===== src/rtl/vram_arbiter.sv =====
// Fixed-priority VRAM arbiter: the display port wins, and the CPU port gets every free slot.
// Define VRAM_ARB_STARVE_GUARD_EN to force a CPU grant after STARVE_LIMIT waiting cycles.
module vram_arbiter #(
  parameter int ADDR_W       = 16,
  parameter int DATA_W       = 8,
  parameter int STARVE_LIMIT = 8
) (
  input  logic              CLK100MHz,
  input  logic              rst,
  input  logic              disp_req,
  input  logic [ADDR_W-1:0] disp_addr,
  output logic              disp_ack,
  output logic [DATA_W-1:0] disp_rdata,
  output logic              disp_rvalid,
  input  logic              cpu_req,
  input  logic              cpu_we,
  input  logic [ADDR_W-1:0] cpu_addr,
  input  logic [DATA_W-1:0] cpu_wdata,
  output logic              cpu_ack,
  output logic [DATA_W-1:0] cpu_rdata,
  output logic              cpu_rvalid,
  output logic              mem_en,
  output logic              mem_we,
  output logic [ADDR_W-1:0] mem_addr,
  output logic [DATA_W-1:0] mem_wdata,
  input  logic [DATA_W-1:0] mem_rdata,
  output logic              cpu_wait
);

  typedef enum logic [1:0] {IDLE, DISP, CPU} state_t;

  state_t state, state_next;
  logic   disp_elig, cpu_elig, force_cpu;
  logic   tag1_valid, tag1_cpu, tag2_valid, tag2_cpu;

  generate
    if (STARVE_LIMIT < 1) begin : g_bad_limit
      $error("vram_arbiter: STARVE_LIMIT must be at least 1");
    end
  endgenerate

  // The grant state doubles as the ack register, so a held request is masked for one cycle
  assign disp_ack = (state == DISP);
  assign cpu_ack  = (state == CPU);
  assign mem_en   = (state != IDLE);
  assign cpu_wait = cpu_req & ~cpu_ack;

  assign disp_elig = disp_req & ~disp_ack;
  assign cpu_elig  = cpu_req & ~cpu_ack;

`ifdef VRAM_ARB_STARVE_GUARD_EN
  localparam int CNT_W = $clog2(STARVE_LIMIT + 1);
  logic [CNT_W-1:0] starve_cnt;

  always_ff @(posedge CLK100MHz or negedge rst) begin
    if (!rst)
      starve_cnt <= '0;
    else if (cpu_ack)
      starve_cnt <= '0;
    else if (cpu_wait && (starve_cnt != CNT_W'(STARVE_LIMIT)))
      starve_cnt <= starve_cnt + 1'b1;
  end

  assign force_cpu = (starve_cnt == CNT_W'(STARVE_LIMIT)) & cpu_elig;
`else
  assign force_cpu = 1'b0;
`endif

  always_comb begin
    state_next = IDLE;
    if (force_cpu)
      state_next = CPU;
    else if (disp_elig)
      state_next = DISP;
    else if (cpu_elig)
      state_next = CPU;
  end

  always_ff @(posedge CLK100MHz or negedge rst) begin
    if (!rst)
      state <= IDLE;
    else
      state <= state_next;
  end

  // Address and write data hold through idle cycles; only the strobes drop
  always_ff @(posedge CLK100MHz or negedge rst) begin
    if (!rst) begin
      mem_we    <= 1'b0;
      mem_addr  <= '0;
      mem_wdata <= '0;
    end else begin
      case (state_next)
        DISP: begin
          mem_we   <= 1'b0;
          mem_addr <= disp_addr;
        end
        CPU: begin
          mem_we   <= cpu_we;
          mem_addr <= cpu_addr;
          if (cpu_we)
            mem_wdata <= cpu_wdata;
        end
        default: mem_we <= 1'b0;
      endcase
    end
  end

  // Stage 1 rides with mem_en, stage 2 with mem_rdata
  always_ff @(posedge CLK100MHz or negedge rst) begin
    if (!rst) begin
      tag1_valid <= 1'b0;
      tag1_cpu   <= 1'b0;
      tag2_valid <= 1'b0;
      tag2_cpu   <= 1'b0;
    end else begin
      tag1_valid <= (state_next == DISP) | ((state_next == CPU) & ~cpu_we);
      tag1_cpu   <= (state_next == CPU);
      tag2_valid <= tag1_valid;
      tag2_cpu   <= tag1_cpu;
    end
  end

  always_ff @(posedge CLK100MHz or negedge rst) begin
    if (!rst) begin
      disp_rvalid <= 1'b0;
      cpu_rvalid  <= 1'b0;
      disp_rdata  <= '0;
      cpu_rdata   <= '0;
    end else begin
      disp_rvalid <= tag2_valid & ~tag2_cpu;
      cpu_rvalid  <= tag2_valid & tag2_cpu;
      if (tag2_valid && !tag2_cpu)
        disp_rdata <= mem_rdata;
      if (tag2_valid && tag2_cpu)
        cpu_rdata <= mem_rdata;
    end
  end

endmodule


===== config.mk =====
export PLATFORM = sky130hd
export DESIGN_NAME = vram_arbiter
export DESIGN_NICKNAME = d
export VERILOG_FILES = /design/src/rtl/vram_arbiter.sv
export SDC_FILE = /design/constraint.sdc
export NUM_CORES = 1
export LEC_CHECK = 0
export BUFFER_PORTS_ARGS = -buffer_cell sky130_fd_sc_hd__buf_2
export CORE_AREA = 8 8 94 62
export CTS_CLUSTER_SIZE = 20
export DETAILED_ROUTE_END_ITERATION = 10
export DIE_AREA = 0 0 102 70
export PLACE_DENSITY = 0.8
export SYNTH_ARGS = -nofsm -noshare
export SYNTH_HDL_FRONTEND = slang
export SYNTH_SLANG_ARGS = --single-unit

===== constraint.sdc =====
create_clock -name CLK100MHz -period 3.4 [get_ports CLK100MHz]
set_input_delay 0.34 -clock CLK100MHz [delete_from_list [all_inputs] [get_ports CLK100MHz]]
set_output_delay 0.34 -clock CLK100MHz [all_outputs]
set_load 0.02 [all_outputs]

==> results of run 1 <==
-- area by class of cell --
type / count / area share (%)
Clock buffer: 8 / 3.382
Inverter: 7 / 0.9864
Multi-Input combinational cell: 84 / 28.98
Sequential cell: 48 / 45.09
Tap cell: 63 / 2.959
Timing Repair Buffer: 99 / 18.60
-- through the flow --
step	hold WS (ns)	cells
floorplan	0.04441	153
global placement	0.3340	301
detailed placement	0.3477	301
CTS	0.2631	309
global route	0.2699	309
finish	0.2192	309
-- Yosys cell counts, drive strengths merged --
| cell | n |
|---|---|
| nand2 | 4 |
| mux2 | 24 |
| nor2 | 2 |
| dfrtp | 48 |
| o21ai | 1 |
| inv | 7 |
| o2111ai | 1 |
| o22a | 16 |
| buf | 10 |
| a21boi | 16 |
| a32o | 16 |
| nand2b | 3 |
| clkbuf | 4 |
| or2 | 1 |
-- power groups by stage --
stage	Clock [W]	Sequential, W	Combinational [W]
2_1_floorplan	0	0.000870	0.000184
5_1_grt	0.000375	0.000744	0.000527
3_3_place_gp	0	0.000736	0.000491
4_1_cts	0.000351	0.000728	0.000498
3_5_place_dp	0	0.000739	0.000498
6_report	0.000332	0.000727	0.000490
-- state kept, by name, indices dropped and copies added, names as in the netlist --
name and count:
disp_rvalid 1, cpu_rvalid 1, tag2_valid 1, cpu_rdata 8
tag1_valid 1, mem_wdata 8, tag2_cpu 1, state 2
mem_we 1, disp_rdata 8, mem_addr 16
-- path summary, 6_finish.rpt --
check	from	to	slack [ns]
min	rst	mem_addr[6]$_DFFE_PN0P_	0.22
max	state[0]$_DFF_PN0_	cpu_wait	1.08
max in group asynchronous	rst	cpu_rdata[5]$_DFFE_PN0P_	2.54
max reg2reg	state[0]$_DFF_PN0_	mem_addr[3]$_DFFE_PN0P_	1.55
min in group CLK100MHz	cpu_wdata[4]	mem_wdata[4]$_DFFE_PN0P_	0.28
min reg2reg	tag1_valid$_DFF_PN0_	tag2_valid$_DFF_PN0_	0.37
-- cell families after synthesis --
logic type / after synthesis
AOI/OAI and AO/OA: 50
buffers and inverters: 21
DFF: 48
muxes: 24
and+or+nand+nor: 10
-- per-layer routing --
metal,GRT usage (%),vias to the layer above,routed length (µm)
met5,0,-,0
met4,3.722,0,27
met3,5.539,2,472
met2,23.12,65,2399
met1,18.41,774,2127
li1,-,752,-
==> metrics.txt, run 1 <==
# TYPE chip_impl_metric gauge
chip_impl_metric{name="post_synth_adder_cell_area",unit="%"} 0
chip_impl_metric{name="critical_path_buf_inv_count",unit=""} 2
chip_impl_metric{name="holdBufCountCts",unit=""} 0
chip_impl_metric{name="cts-root-to-sink-buffers",unit=""} 2
chip_impl_metric{name="worstPathMaxFanout",unit=""} 34
chip_impl_metric{name="synthDominantCellAreaShare",unit="%"} 57.35
chip_impl_metric{name="multi_input_area",unit="µm²"} 772.0
chip_impl_metric{name="drc_errors",unit=""} 0
chip_impl_metric{name="grt_pass1_vias",unit=""} 1728
chip_impl_metric{name="clk_latency",unit="ns"} 0.28
chip_impl_info{name="setup.worst_path.end_class",value="primary output"} 1
chip_impl_metric{name="switching_share",unit="%"} 32.29
chip_impl_metric{name="worst-endpoint-required",unit="ns"} 3.06
chip_impl_info{name="cts_root_buf",value="sky130_fd_sc_hd__clkbuf_8"} 1
chip_impl_metric{name="grt_first_pass_wirelength",unit="µm"} 8493
chip_impl_metric{name="core.rowCount",unit=""} 19
chip_impl_info{name="critical_setup_path_kind",value="flop to primary output"} 1
chip_impl_metric{name="nNetsFinal",unit=""} 298
chip_impl_metric{name="synth_seq_area_share",unit="%"} 57.35
chip_impl_metric{name="detailedPlace.worstSlack",unit="ns"} 1.413
chip_impl_metric{name="cp.depth",unit=""} 4
chip_impl_metric{name="final_util",unit="%"} 60.24
chip_impl_metric{name="setup_total_negative_slack",unit="ns"} 0
chip_impl_metric{name="gpl.final_weighted_congestion",unit=""} 0.7494
chip_impl_info{name="crit_chain",value="nand2b_1 > nand2_1 > inv_1 > buf_2"} 1
chip_impl_info{name="startpoint_class",value="flop"} 1
chip_impl_metric{name="postSynthNetCount",unit=""} 206
chip_impl_info{name="critPathTopFamily",value="simple AND/OR/NAND/NOR gates"} 1
chip_impl_metric{name="finalHoldViolCount",unit=""} 0
chip_impl_metric{name="avgRoutedWirePerCell",unit="µm"} 16.27
chip_impl_metric{name="die_w",unit="µm"} 102
chip_impl_metric{name="combPwrFrac",unit="%"} 31.7
chip_impl_metric{name="post-layout-total-power",unit="W"} 0.001549
chip_impl_info{name="cell_type_with_the_highest_aggregate_area_in_the_netlist",value="sky130_fd_sc_hd__dfrtp_1"} 1
chip_impl_metric{name="final_min_period_over_clock_period",unit="%"} 68.14
chip_impl_metric{name="firstDrtPassIters",unit=""} 4
chip_impl_info{name="status",value="complete, no violations"} 1
chip_impl_metric{name="vias_per_cell",unit=""} 5.155
chip_impl_metric{name="intPower",unit="W"} 0.001049
chip_impl_metric{name="num_antenna_cells",unit=""} 0
chip_impl_metric{name="power.density_cell_area",unit="nW/µm²"} 581.4
chip_impl_metric{name="postSynthAreaPerCell",unit="µm²"} 13.69
chip_impl_info{name="mostFrequentLayoutCells",value="sky130_fd_sc_hd__buf_2 (99), sky130_fd_sc_hd__dfrtp_1 (48), sky130_fd_sc_hd__mux2_2 (24)"} 1
chip_impl_metric{name="max_slew_violation_count",unit=""} 0
chip_impl_metric{name="p_leak",unit="nW"} 1.309
chip_impl_metric{name="syn_area",unit="µm²"} 2095
chip_impl_metric{name="worst_path_largest_cell_delay",unit="ns"} 0.84
chip_impl_metric{name="postLayoutSetupSlackWorst",unit="ns"} 1.083
chip_impl_metric{name="timing.max_slew.rel_slack",unit="%"} 29.37
chip_impl_info{name="synth_top_family_by_area",value="compound AO/OA/AOI/OAI gates"} 1
chip_impl_metric{name="dr_total_vias",unit=""} 1593
chip_impl_metric{name="initial_utilization",unit="%"} 47.37
chip_impl_metric{name="cts_resized",unit=""} 0
chip_impl_info{name="timing.critical_path.slowest_stage_cell",value="sky130_fd_sc_hd__nand2b_1"} 1
chip_impl_metric{name="fin_area",unit="µm²"} 2664
chip_impl_info{name="tritoncts",value="yes"} 1
chip_impl_metric{name="dieHeight",unit="µm"} 70
chip_impl_metric{name="clock_power_share",unit="%"} 21.4
chip_impl_metric{name="synth.lib_cells_used.distinct",unit=""} 19
chip_impl_metric{name="synth_seq_cells",unit=""} 48
chip_impl_metric{name="finalWirelength",unit="µm"} 5026
chip_impl_info{name="worstHoldPathType",value="primary input to asynchronous set/reset pin"} 1
chip_impl_metric{name="final_period_minus_worst_setup_slack",unit="ns"} 2.317
chip_impl_metric{name="synth-xor-area-share",unit="%"} 0
chip_impl_metric{name="fp.coreArea",unit="µm²"} 4422
chip_impl_metric{name="power.share.sequential",unit="%"} 46.9
chip_impl_metric{name="max_clock_freq",unit="GHz"} 0.4317
chip_impl_metric{name="r2r_cells",unit=""} 3
chip_impl_metric{name="synth_warnings",unit=""} 0
chip_impl_metric{name="syn-instance-count",unit=""} 153
chip_impl_metric{name="cts.htree.levels",unit=""} 2
chip_impl_metric{name="clock-sinks",unit=""} 48
chip_impl_metric{name="numPortBuffers",unit=""} 99
chip_impl_metric{name="syn_to_final_growth",unit="%"} 27.18
chip_impl_metric{name="globalRoute.totalOverflow",unit=""} 0
chip_impl_metric{name="drv_cap",unit=""} 0
chip_impl_info{name="layout_commonest_cell",value="sky130_fd_sc_hd__buf_2"} 1
chip_impl_info{name="rsz0062_at_grt",value="false"} 1
chip_impl_metric{name="worst_setup_hold_path_clk_slew",unit="ns"} 0.08
chip_impl_metric{name="arrival",unit="ns"} 1.98
chip_impl_metric{name="worst_pin_slew",unit="ns"} 1.059
chip_impl_metric{name="setup_violations",unit=""} 0
chip_impl_metric{name="grt_max_degree",unit=""} 49
chip_impl_metric{name="globalRouteTotalUtil",unit="%"} 14.69
chip_impl_metric{name="layout.area.seq",unit="µm²"} 1201
chip_impl_metric{name="die-area",unit="µm²"} 7140
chip_impl_metric{name="postRouteAntennaNets",unit=""} 0
chip_impl_metric{name="placed_area",unit="µm²"} 2574
chip_impl_metric{name="drt_first_iter_violations",unit=""} 80
chip_impl_metric{name="total_i_o_pin_count",unit=""} 100
chip_impl_metric{name="layout-drive-gt1-share",unit="%"} 53.66
chip_impl_metric{name="timing.clock.skew",unit="ns"} 0.002838
chip_impl_info{name="yosys-top-cells-area",value="sky130_fd_sc_hd__dfrtp_1 (57%), sky130_fd_sc_hd__mux2_2 (13%), sky130_fd_sc_hd__a32o_1 (7.6%), sky130_fd_sc_hd__o22a_1 (6.7%), sky130_fd_sc_hd__a21boi_0 (5.7%)"} 1
chip_impl_metric{name="power_switching",unit="W"} 0.0005001
chip_impl_metric{name="yosys.area_share.simple",unit="%"} 2.389
chip_impl_metric{name="fillerInstances",unit=""} 397
chip_impl_metric{name="post-cts-setup-buffer-count",unit=""} 0
chip_impl_metric{name="synth.mux.area_fraction",unit="%"} 12.90
chip_impl_metric{name="ir_drop",unit="V"} 0.0003424
chip_impl_metric{name="antenna_violations_before_repair",unit=""} 0
chip_impl_metric{name="synth-compound-area-share",unit="%"} 21.57
chip_impl_metric{name="tritoncts_buffer_count",unit=""} 5
Power figures use the tool's default switching activity.
==> run 2, diff against run 1 <==
ABC_AREA = 1   (was unset)
CORE_AREA = 8 8 95 63   (was 8 8 94 62)
DIE_AREA = 0 0 103 71   (was 0 0 102 70)
PLACE_DENSITY = 0.76   (was 0.8)
clock period = 2.17 ns   (was 3.4 ns; I/O delays follow)
==> metrics.txt, run 2 <==
# TYPE chip_impl_metric gauge
chip_impl_metric{name="placed_area",unit="µm²"} 2552
chip_impl_metric{name="die-area",unit="µm²"} 7313
chip_impl_metric{name="drt_first_iter_violations",unit=""} 61
chip_impl_metric{name="post-cts-setup-buffer-count",unit=""} 0
chip_impl_metric{name="cts.htree.levels",unit=""} 2
chip_impl_metric{name="clk_latency",unit="ns"} 0.29
chip_impl_metric{name="antenna_violations_before_repair",unit=""} 0
chip_impl_metric{name="finalWirelength",unit="µm"} 5370
chip_impl_info{name="status",value="complete, no violations"} 1
chip_impl_info{name="worstHoldPathType",value="primary input to flop"} 1
chip_impl_metric{name="synth_seq_area_share",unit="%"} 60.26
chip_impl_info{name="ys_top_cells_by_count",value="sky130_fd_sc_hd__nand2_1 (63), sky130_fd_sc_hd__dfrtp_1 (48), sky130_fd_sc_hd__nand3_1 (44)"} 1
chip_impl_info{name="synth_ff_type",value="sky130_fd_sc_hd__dfrtp_1"} 1
chip_impl_metric{name="final_min_period_over_clock_period",unit="%"} 78.67
chip_impl_metric{name="num_antenna_cells",unit=""} 0
chip_impl_metric{name="fp.coreArea",unit="µm²"} 4705
chip_impl_metric{name="grt_max_degree",unit=""} 24
chip_impl_metric{name="cts_resized",unit=""} 0
chip_impl_metric{name="vias_per_cell",unit=""} 4.721
chip_impl_metric{name="fillerInstances",unit=""} 443
chip_impl_metric{name="worstPathMaxFanout",unit=""} 23
chip_impl_metric{name="globalRouteTotalUtil",unit="%"} 14.69
chip_impl_metric{name="synthDominantCellAreaShare",unit="%"} 60.26
chip_impl_metric{name="worst-endpoint-required",unit="ns"} 2.34
chip_impl_metric{name="tritoncts_buffer_count",unit=""} 5
chip_impl_metric{name="finalHoldViolCount",unit=""} 0
chip_impl_metric{name="timing.clock.skew",unit="ns"} 0.006202
chip_impl_metric{name="postSynthNetCount",unit=""} 275
chip_impl_metric{name="syn_to_final_growth",unit="%"} 34.90
chip_impl_metric{name="globalRoute.totalOverflow",unit=""} 0
chip_impl_metric{name="final_period_minus_worst_setup_slack",unit="ns"} 1.707
chip_impl_metric{name="arrival",unit="ns"} 1.88
chip_impl_metric{name="synth_warnings",unit=""} 0
chip_impl_metric{name="grt_pass1_vias",unit=""} 1837
chip_impl_metric{name="setup_violations",unit=""} 0
chip_impl_info{name="layout_commonest_cell",value="sky130_fd_sc_hd__buf_2"} 1
chip_impl_info{name="cts_root_buf",value="sky130_fd_sc_hd__clkbuf_8"} 1
chip_impl_info{name="tritoncts",value="yes"} 1
chip_impl_info{name="rsz0062_at_grt",value="false"} 1
chip_impl_metric{name="firstDrtPassIters",unit=""} 4
chip_impl_metric{name="power.density_cell_area",unit="nW/µm²"} 933.0
chip_impl_metric{name="edff_count_synth",unit=""} 0
chip_impl_metric{name="grt.met3_usage",unit="%"} 6.954
chip_impl_metric{name="dr_total_vias",unit=""} 1841
chip_impl_metric{name="max_clock_freq",unit="GHz"} 0.5858
chip_impl_metric{name="initial_utilization",unit="%"} 42.37
chip_impl_metric{name="die_w",unit="µm"} 103
chip_impl_info{name="mostFrequentLayoutCells",value="sky130_fd_sc_hd__buf_2 (99), sky130_fd_sc_hd__nand2_1 (63), sky130_fd_sc_hd__dfrtp_1 (48), sky130_fd_sc_hd__nand3_1 (44), sky130_fd_sc_hd__inv_1 (22)"} 1
chip_impl_metric{name="worst_pin_slew",unit="ns"} 0.4644
chip_impl_metric{name="syn_area",unit="µm²"} 1993
chip_impl_metric{name="core.rowCount",unit=""} 20
chip_impl_metric{name="gpl.final_weighted_congestion",unit=""} 0.7642
chip_impl_metric{name="cts-root-to-sink-buffers",unit=""} 2
chip_impl_info{name="startpoint_class",value="flop"} 1
chip_impl_metric{name="met2_routing_resource_usage_after_global_routing",unit="%"} 20.31
chip_impl_metric{name="hold_slack",unit="ns"} 0.1397
chip_impl_info{name="setup.worst_path.end_class",value="flop"} 1
chip_impl_metric{name="postRouteAntennaNets",unit=""} 0
chip_impl_info{name="yosys-top-cells-area",value="sky130_fd_sc_hd__dfrtp_1 (60%), sky130_fd_sc_hd__nand2_1 (12%), sky130_fd_sc_hd__nand3_1 (11%), sky130_fd_sc_hd__o21ai_0 (4.3%), sky130_fd_sc_hd__inv_1 (4.1%)"} 1
chip_impl_metric{name="ir_drop",unit="V"} 0.0003609
chip_impl_metric{name="setup_total_negative_slack",unit="ns"} 0
chip_impl_metric{name="max_slew_violation_count",unit=""} 0
chip_impl_info{name="critical_setup_path_kind",value="flop to flop"} 1
chip_impl_metric{name="worst_setup_hold_path_clk_slew",unit="ns"} 0.08
chip_impl_metric{name="asyncSetResetFlopFracSynth",unit="%"} 100.0
chip_impl_metric{name="largest_register_ffs",unit=""} 16
chip_impl_metric{name="numPortBuffers",unit=""} 99
chip_impl_metric{name="final_util",unit="%"} 57.15
chip_impl_metric{name="total_i_o_pin_count",unit=""} 100
chip_impl_info{name="yosysMostFrequentCell",value="sky130_fd_sc_hd__nand2_1"} 1
chip_impl_info{name="biggest_register",value="mem_addr"} 1
chip_impl_metric{name="drc_errors",unit=""} 0
chip_impl_metric{name="avgRoutedWirePerCell",unit="µm"} 13.77
chip_impl_metric{name="fin_area",unit="µm²"} 2689
chip_impl_metric{name="clock-sinks",unit=""} 48
chip_impl_metric{name="globalRouteMet1Util",unit="%"} 19.71
chip_impl_metric{name="layout-drive-gt1-share",unit="%"} 36.42
chip_impl_metric{name="synth.lib_cells_used.distinct",unit=""} 15
chip_impl_metric{name="drv_cap",unit=""} 0
chip_impl_info{name="top_usage_layer",value="met2"} 1
chip_impl_info{name="cell_type_with_the_highest_aggregate_area_in_the_netlist",value="sky130_fd_sc_hd__dfrtp_1"} 1
chip_impl_metric{name="dieHeight",unit="µm"} 71
chip_impl_metric{name="synth_seq_cells",unit=""} 48
chip_impl_metric{name="p_leak",unit="nW"} 1.546
chip_impl_metric{name="post-dp-hpwl",unit="µm"} 4197
chip_impl_metric{name="postSynthAreaPerCell",unit="µm²"} 8.978
chip_impl_metric{name="nNetsFinal",unit=""} 376
chip_impl_metric{name="syn-instance-count",unit=""} 222
chip_impl_metric{name="timing.max_slew.rel_slack",unit="%"} 68.97
chip_impl_metric{name="grt_first_pass_wirelength",unit="µm"} 8542
chip_impl_metric{name="holdBufCountCts",unit=""} 1
==> run 2: worst paths after layout <==
| path | from | end | slack (ns) | cells after the start |
|---|---|---|---|---|
| worst min-delay path | disp_addr[14] | mem_addr[14]$_DFFE_PN0P_ | 0.14 | 3 |
| worst max register to register | state[1]$_DFF_PN0_ | mem_addr[13]$_DFFE_PN0P_ | 0.46 | 6 |
| min in group asynchronous | rst | mem_we$_DFF_PN0_ | 0.33 | 2 |
| worst min register to register | tag1_valid$_DFF_PN0_ | tag2_valid$_DFF_PN0_ | 0.36 | 0 |
| worst max-delay path | state[1]$_DFF_PN0_ | mem_addr[13]$_DFFE_PN0P_ | 0.46 | 6 |
| max in group asynchronous | rst | mem_addr[9]$_DFFE_PN0P_ | 1.29 | 3 |
==> run 2: report_power, final <==
| part | internal (W) | leakage (nW) | switching (W) |
|---|---|---|---|
| Combinational | 0.000232 | 0.891 | 0.000459 |
| Sequential | 0.00105 | 0.590 | 0.0000847 |
| Clock | 0.000406 | 0.0645 | 0.000273 |
==> run 2: per-stage QoR <==
step / total power [W] / cells / setup WS (ns)
6_report: 0.002509 / 390 / 0.4629
5_1_grt: 0.002666 / 390 / 0.2810
4_1_cts: 0.002551 / 390 / 0.4532
3_5_place_dp: 0.001859 / 381 / 0.4623
3_3_place_gp: 0.001843 / 381 / 0.5683
2_1_floorplan: 0.001562 / 222 / 0.9275
==> run 2: cell families after synthesis <==
family	count (synthesis)	share of synthesized area, %
buffers and inverters	34	7.156
AND/OR/NAND/NOR	121	27.24
flip-flops	48	60.26
AO/OA/AOI/OAI	19	5.336
==> run 2: area by class of cell <==
class	count	area, µm²	share of cell area (%)
Sequential cell	48	1201	44.67
Multi-Input combinational cell	140	649.4	24.15
Timing Repair Buffer	105	543.0	20.20
Clock buffer	7	96.34	3.583
Inverter	23	86.33	3.211
Tap cell	66	82.58	3.071
Clock inverter	1	30.03	1.117
==> run 2: per-layer routing <==
metal  wire length (µm)  vias up
met2               2223       87
met3                680        2
met4                 22        0
met1               2443      826
met5                  0        -
li1                   -      926
==> run 2: critical path: stages (launching register included) <==
cell and delay, ns:
sky130_fd_sc_hd__dfrtp_1 0.42, sky130_fd_sc_hd__inv_1 0.14, sky130_fd_sc_hd__nand2_2 0.12, sky130_fd_sc_hd__nand2_2 0.36, sky130_fd_sc_hd__inv_1 0.32, sky130_fd_sc_hd__nand2_1 0.13, sky130_fd_sc_hd__nand3_1 0.09
